### config.mk
export PLATFORM = sky130hd
export DESIGN_NAME = spr_timer
export DESIGN_NICKNAME = d
export VERILOG_FILES = /design/src/rtl/spr_pkg.sv /design/src/rtl/spr_timer.sv
export SDC_FILE = /design/constraint.sdc
export NUM_CORES = 1
export LEC_CHECK = 0
export CAP_MARGIN = 5
export CORE_AREA = 2 2 113 115
export CTS_CLUSTER_DIAMETER = 50
export DETAILED_ROUTE_END_ITERATION = 12
export DIE_AREA = 0 0 115 117
export GPL_TIMING_DRIVEN = 0
export PLACE_DENSITY_LB_ADDON = 0.2
export SLEW_MARGIN = 20
export SYNTH_ARGS = -nofsm -noshare
export SYNTH_HDL_FRONTEND = slang
export SYNTH_SLANG_ARGS = --single-unit
### constraint.sdc
create_clock -name clk -period 7.55 [get_ports clk]
set_input_delay 1.1325 -clock clk [delete_from_list [all_inputs] [get_ports clk]]
set_output_delay 1.1325 -clock clk [all_outputs]
set_load 0.01 [all_outputs]
### src/rtl/spr_pkg.sv
`default_nettype none
// ============================================================================
// Module   : spr_pkg
// Purpose  : Shared defaults and reserved-entry constants for the SPR file
//            and its time-base/decrementer engine.
// Revision : 1.0 - initial release
// ============================================================================
package spr_pkg;

  // Default geometry of the register file
  localparam int c_width  = 32;
  localparam int c_addr_w = 5;
  localparam int c_nreg   = 32;

  // Reserved entries with autonomous behaviour
  localparam int c_tbl_idx = 28;
  localparam int c_tbu_idx = 29;
  localparam int c_dec_idx = 22;

  // Decrementer reset value and the all-ones word (TBL carry-out detect)
  localparam logic [c_width-1:0] c_dec_rst  = '0;
  localparam logic [c_width-1:0] c_all_ones = '1;

endpackage
`default_nettype wire

### src/rtl/spr_timer.sv
`default_nettype none
// ============================================================================
// Module   : spr_timer
// Purpose  : Next-state logic for TBL/TBU/DEC and the sticky decrementer
//            interrupt. Software writes take priority over ticks per entry;
//            the TBL carry is always taken from the pre-edge TBL value.
// Revision : 1.0 - initial release
// ============================================================================
module spr_timer
  import spr_pkg::*;
#(
  parameter int WIDTH = c_width
) (
  input  logic             clk,
  input  logic             rst,
  input  logic [WIDTH-1:0] i_tbl,
  input  logic [WIDTH-1:0] i_tbu,
  input  logic [WIDTH-1:0] i_dec,
  input  logic             i_hit_tbl,
  input  logic             i_hit_tbu,
  input  logic             i_hit_dec,
  input  logic [WIDTH-1:0] i_wd_tbl,
  input  logic [WIDTH-1:0] i_wd_tbu,
  input  logic [WIDTH-1:0] i_wd_dec,
  input  logic             i_tb_en,
  input  logic             i_dec_ack,
  output logic [WIDTH-1:0] o_tbl_nxt,
  output logic [WIDTH-1:0] o_tbu_nxt,
  output logic [WIDTH-1:0] o_dec_nxt,
  output logic             o_dec_irq
);

  logic w_carry;
  logic w_irq_set;
  logic r_dec_irq;

  // Tick/write selection per entry; carry uses pre-edge TBL even when TBL is written
  always_comb begin
    w_carry   = i_tb_en && (i_tbl == WIDTH'(c_all_ones));
    w_irq_set = i_tb_en && !i_hit_dec && (i_dec == '0);
    o_tbl_nxt = i_hit_tbl ? i_wd_tbl : (i_tb_en ? i_tbl + WIDTH'(1) : i_tbl);
    o_tbu_nxt = i_hit_tbu ? i_wd_tbu : (w_carry ? i_tbu + WIDTH'(1) : i_tbu);
    o_dec_nxt = i_hit_dec ? i_wd_dec : (i_tb_en ? i_dec - WIDTH'(1) : i_dec);
  end

  // Sticky interrupt: set beats acknowledge; DEC writes never touch it
  always_ff @(posedge clk) begin
    if (rst) begin
      r_dec_irq <= 1'b0;
    end else if (w_irq_set) begin
      r_dec_irq <= 1'b1;
    end else if (i_dec_ack) begin
      r_dec_irq <= 1'b0;
    end
  end

  assign o_dec_irq = r_dec_irq;

endmodule
`default_nettype wire

==> results list, run 1 <==
* Delay of the slowest cell on the worst path: 0.63 ns
* CTS-repair resized insts: 0
- Post-synth top flop: sky130_fd_sc_hd__dfxtp_1
* Timing startpoint of the critical path: i_tbl[0]
- Worst setup endpoint: o_tbu_nxt[27]
- Number of antenna violations at the first check in global routing: 0
- Inserted Diodes: 0
* Port Buffers: 293
- The area growth from synthesis to layout is 93.88%.
* Final global-route overflow total: 0
- Effective utilization at floorplan: 27.05%
- Worst reg-to-reg setup slack: 6.93 ns
- At the worst endpoint, the required time is 6.42 ns.
* Most frequent cell after synthesis: sky130_fd_sc_hd__nand2_1
* Highest Clock Rate: 187.3 MHz
* Fill cell instance count of the final layout: ~1,200
- Core ar.: about 0.012 mm2
- Arrival time reported for the critical path endpoint: 4.21 ns
- Pin slew with the least headroom to its limit: 0.8154 ns
* Final setup TNS: 0 ns
- Clock-pin slew was measured on the worst setup and hold paths at 0 ns.
- Top post-synthesis cells by count: sky130_fd_sc_hd__nand2_1 (113), sky130_fd_sc_hd__o21ai_0 (71), sky130_fd_sc_hd__xnor2_1 (47)
* Share of flip-flops with an asynchronous set or reset after synthesis: 0%
- Dividing the detail-routed via count by the number of cells gives 5.386.
- Insertion delay to the later sink of the worst-skew pair: 0 ns
* Syn_area_per_cell: 5.874 um2
* Worst-case setup margin in the final layout: 2.212 ns
- Remaining antenna violation count: 0
- In this run the critical register-to-register path is launched from o_dec_irq.
* Max reg flops: 1
* Period utilization: a little over two thirds
- The path class of the tightest hold or removal check is flop to flop.
* Cell mode on critical path: sky130_fd_sc_hd__clkdlybuf4s50_1
- Synthesis produced a netlist with a net count of approximately 770.
- CP cell instances: clkdlybuf4s50_1 > ha_1 > nand4_1 > or4_4 > buf_6 > or4_1 > nand3_1 > clkdlybuf4s50_1
* I/O pin count: 296
- Depth of the critical timing path with buffers and inverters included: 8
* Maximum number of pins on one net before global-route repair: 11
- CTS hold repair buffers: 0
- After synthesis, flip-flops and latches occupy 0.6011% of the total area.
- Setup violations remaining at the end of the flow were counted as 0.
- Critical Path Start Type: primary input
* GRT Util Overall: 22.42%
- Reg2reg path depth: 2
* Endpoints failing hold: 0
- The floorplan step defined a die boundary enclosing 0.01346 mm2.
- Via count of the first global-routing pass: ~5,300
- Slew Viols, Final: 0
* Final worst path period need: 5.338 ns
- Die height: 117 um
- Syn Inst Count: approximately 570
- The detailed router finished its first iteration with 346 violations.
* Setup repair after global routing missed its margin: no
- The flow ran to the end, and the final reports show no timing, DRC or antenna violations.
- Summing over every cut layer, the via total after detailed routing is 5,440.
- In the routed design, unresolved DRC markers number 0.
- Across the run, the number of max-cap violations was 0.
- Biggest fanout along the worst timing path: 10
- Counting distinct cell types in the post-synthesis netlist gives 49.
- Power density over cell area: 53.85 mW/mm2
* Post-route clock skew: 0 ns
- Post-synthesis cell area: ~0.0033 mm2
- Detailed placement HPWL: 14,000 um
- In this run the horizontal extent of the chip is around 120 um.
- OpenSTA, run right after detailed placement, puts the worst setup slack at between 2 and 2.5 ns.
- In the final routed layout, each cell accounts on average for 16.31 um.
* Synth top area cells: sky130_fd_sc_hd__nand2_1 (13%), sky130_fd_sc_hd__xnor2_1 (12%), sky130_fd_sc_hd__o21ai_0 (11%)
- Counting flops and latches in the post-synthesis netlist gives 1.
- Site Rows: 41
* Wire length of the first global-routing pass: 25,050 um
- Cell type contributing the most total cell area after synthesis: sky130_fd_sc_hd__nand2_1
- The worst setup path is captured at a primary output.
- Measured against its own limit, the worst slew margin works out to 45.14%.
* Leakage power total: 2.088 nW
- The worst register-to-register path ends at o_dec_irq.
- The final layout contains routed wiring with a total length of 16,470 um.
- RD Place Congestion: 0.9034
* Iteration count of the initial detailed-routing pass: 4
- Number of flops mapped to enable cells by yosys: 0
* Cell with the largest stage delay on the worst path: sky130_fd_sc_hd__or4_4
- Type of the worst setup path: primary input to primary output
- Kind of cell with the highest combined delay on the critical path: simple AND/OR/NAND/NOR gates
- Post-CTS repair timing setup buffer count: 0
- After the last flow step, the layout net total stands at ~1,100.
- Fraction of final layout cells with drive strength greater than 1: 1.628%
- The number of buffers and inverters on the critical path is 3.
- Of the post-synthesis cell area, the dominant cell type holds between 10% and 20%.
- Synth Warn #: 0
* VDD IR-drop max: 0.00003543 V
area by class of cell:
| class | instances | area [um2] | share of cell area (%) |
|---|---|---|---|
| Buffer | 36 | 153.9 | 2.383 |
| Timing Repair Buffer | 293 | 2933 | 45.42 |
| Sequential cell | 1 | 20.02 | 0.3100 |
| Inverter | 9 | 33.78 | 0.5232 |
| Tap cell | 150 | 187.7 | 2.906 |
| Multi-Input combinational cell | 521 | 3129 | 48.46 |
report_power, final:
| group | switching (mW) | internal, mW |
|---|---|---|
| combinational | 0.139 | 0.203 |
| sequential | 0.000000000000345 | 0.00539 |
| clock | 0 | 0 |
worst min-delay path: stages, from the launching register on:
cell                       delay, ns
sky130_fd_sc_hd__dfxtp_1        0.29
sky130_fd_sc_hd__nand2b_1       0.08
sky130_fd_sc_hd__a21oi_1        0.07
cells in the final DEF (no fill, tap or decap), drive strengths merged, types with 8 or more instances in the layout:
master	synthesis	layout
nor2	17	17
xnor2	47	47
nor3	17	17
or3	8	8
nand4	29	29
clkdlybuf4s50	0	293
xor2	22	22
nor4	36	36
o21ai	73	73
nand3	42	42
clkbuf	29	29
nor2b	21	21
a22oi	14	14
or4	19	19
nand2	113	113
inv	9	9
routing by layer:
| layer | wire (um) | share of wire (%) | track usage, % |
|---|---|---|---|
| met4 | 260 | 1.6 | 4.016 |
| met5 | 0 | 0 | 0 |
| met3 | 1283 | 7.8 | 3.811 |
| met1 | 6563 | 40 | 27.22 |
| met2 | 8366 | 51 | 41.88 |
per-stage QoR:
stage	cells	cell area (um2)	hold slack, ns	utilization [%]	power [mW]
floorplan	567	3331	0.4830	-	0.1170
global placement	1010	6451	0.5228	52.40	0.3428
detailed placement	1010	6451	0.5029	52.40	0.3459
CTS	1010	6451	0.5063	52.40	0.3482
global route	1010	6457	0.5373	52.45	0.3744
finish	1010	6457	0.4995	52.45	0.3477
cells by family after synthesis:
| group | count (synthesis) | synth area share [%] |
|---|---|---|
| buffers and inverters | 45 | 5.634 |
| XOR/XNOR | 69 | 18.14 |
| multiplexers | 2 | 0.6011 |
| AND/OR/NAND/NOR | 345 | 56.27 |
| adder cells (fa/ha/maj) | 3 | 1.127 |
| flip-flops | 1 | 0.6011 |
| AO/OA/AOI/OAI | 102 | 17.62 |
worst min-delay path by stage:
stage,slack (ns),cells after the start,endpoint,startpoint
floorplan,0.48,2,o_dec_irq,o_dec_irq
global placement,0.52,2,o_dec_irq,o_dec_irq
detailed placement,0.50,2,o_dec_irq,o_dec_irq
CTS,0.51,2,o_dec_irq,o_dec_irq
global route,0.54,2,o_dec_irq,o_dec_irq
finish,0.50,2,o_dec_irq,o_dec_irq
Note: power is estimated with default switching activity, not from simulation.
==> inputs of run 2 (changes only) <==
Clock period 7.55 ns to 5.3 ns, I/O delays scaled along.
==> results of run 2 <==
The final DEF is identical to that of run 1. Status: complete, no violations.
Main changes from that run: setup slack after placement 2.196 ns -> 0.6210 ns; setup slack after layout 2.212 ns -> 0.6369 ns; register-to-register setup slack 6.93 ns -> 4.68 ns; total power 0.3477 mW -> 0.4954 mW; worst IR drop on VDD 0.00003543 V -> 0.00005047 V
==> inputs of run 3 (changes only) <==
Settings changed: CAP_MARGIN 5 to 20.
Clock period 5.3 ns to 5.1 ns, I/O delays scaled along.
==> results of run 3 <==
The final DEF is identical to that of run 1. Status: complete, no violations.
Main changes from that run: setup slack after placement 2.196 ns -> 0.4810 ns; setup slack after layout 2.212 ns -> 0.4969 ns; register-to-register setup slack 6.93 ns -> 4.48 ns; total power 0.3477 mW -> 0.5148 mW; worst IR drop on VDD 0.00003543 V -> 0.00005245 V
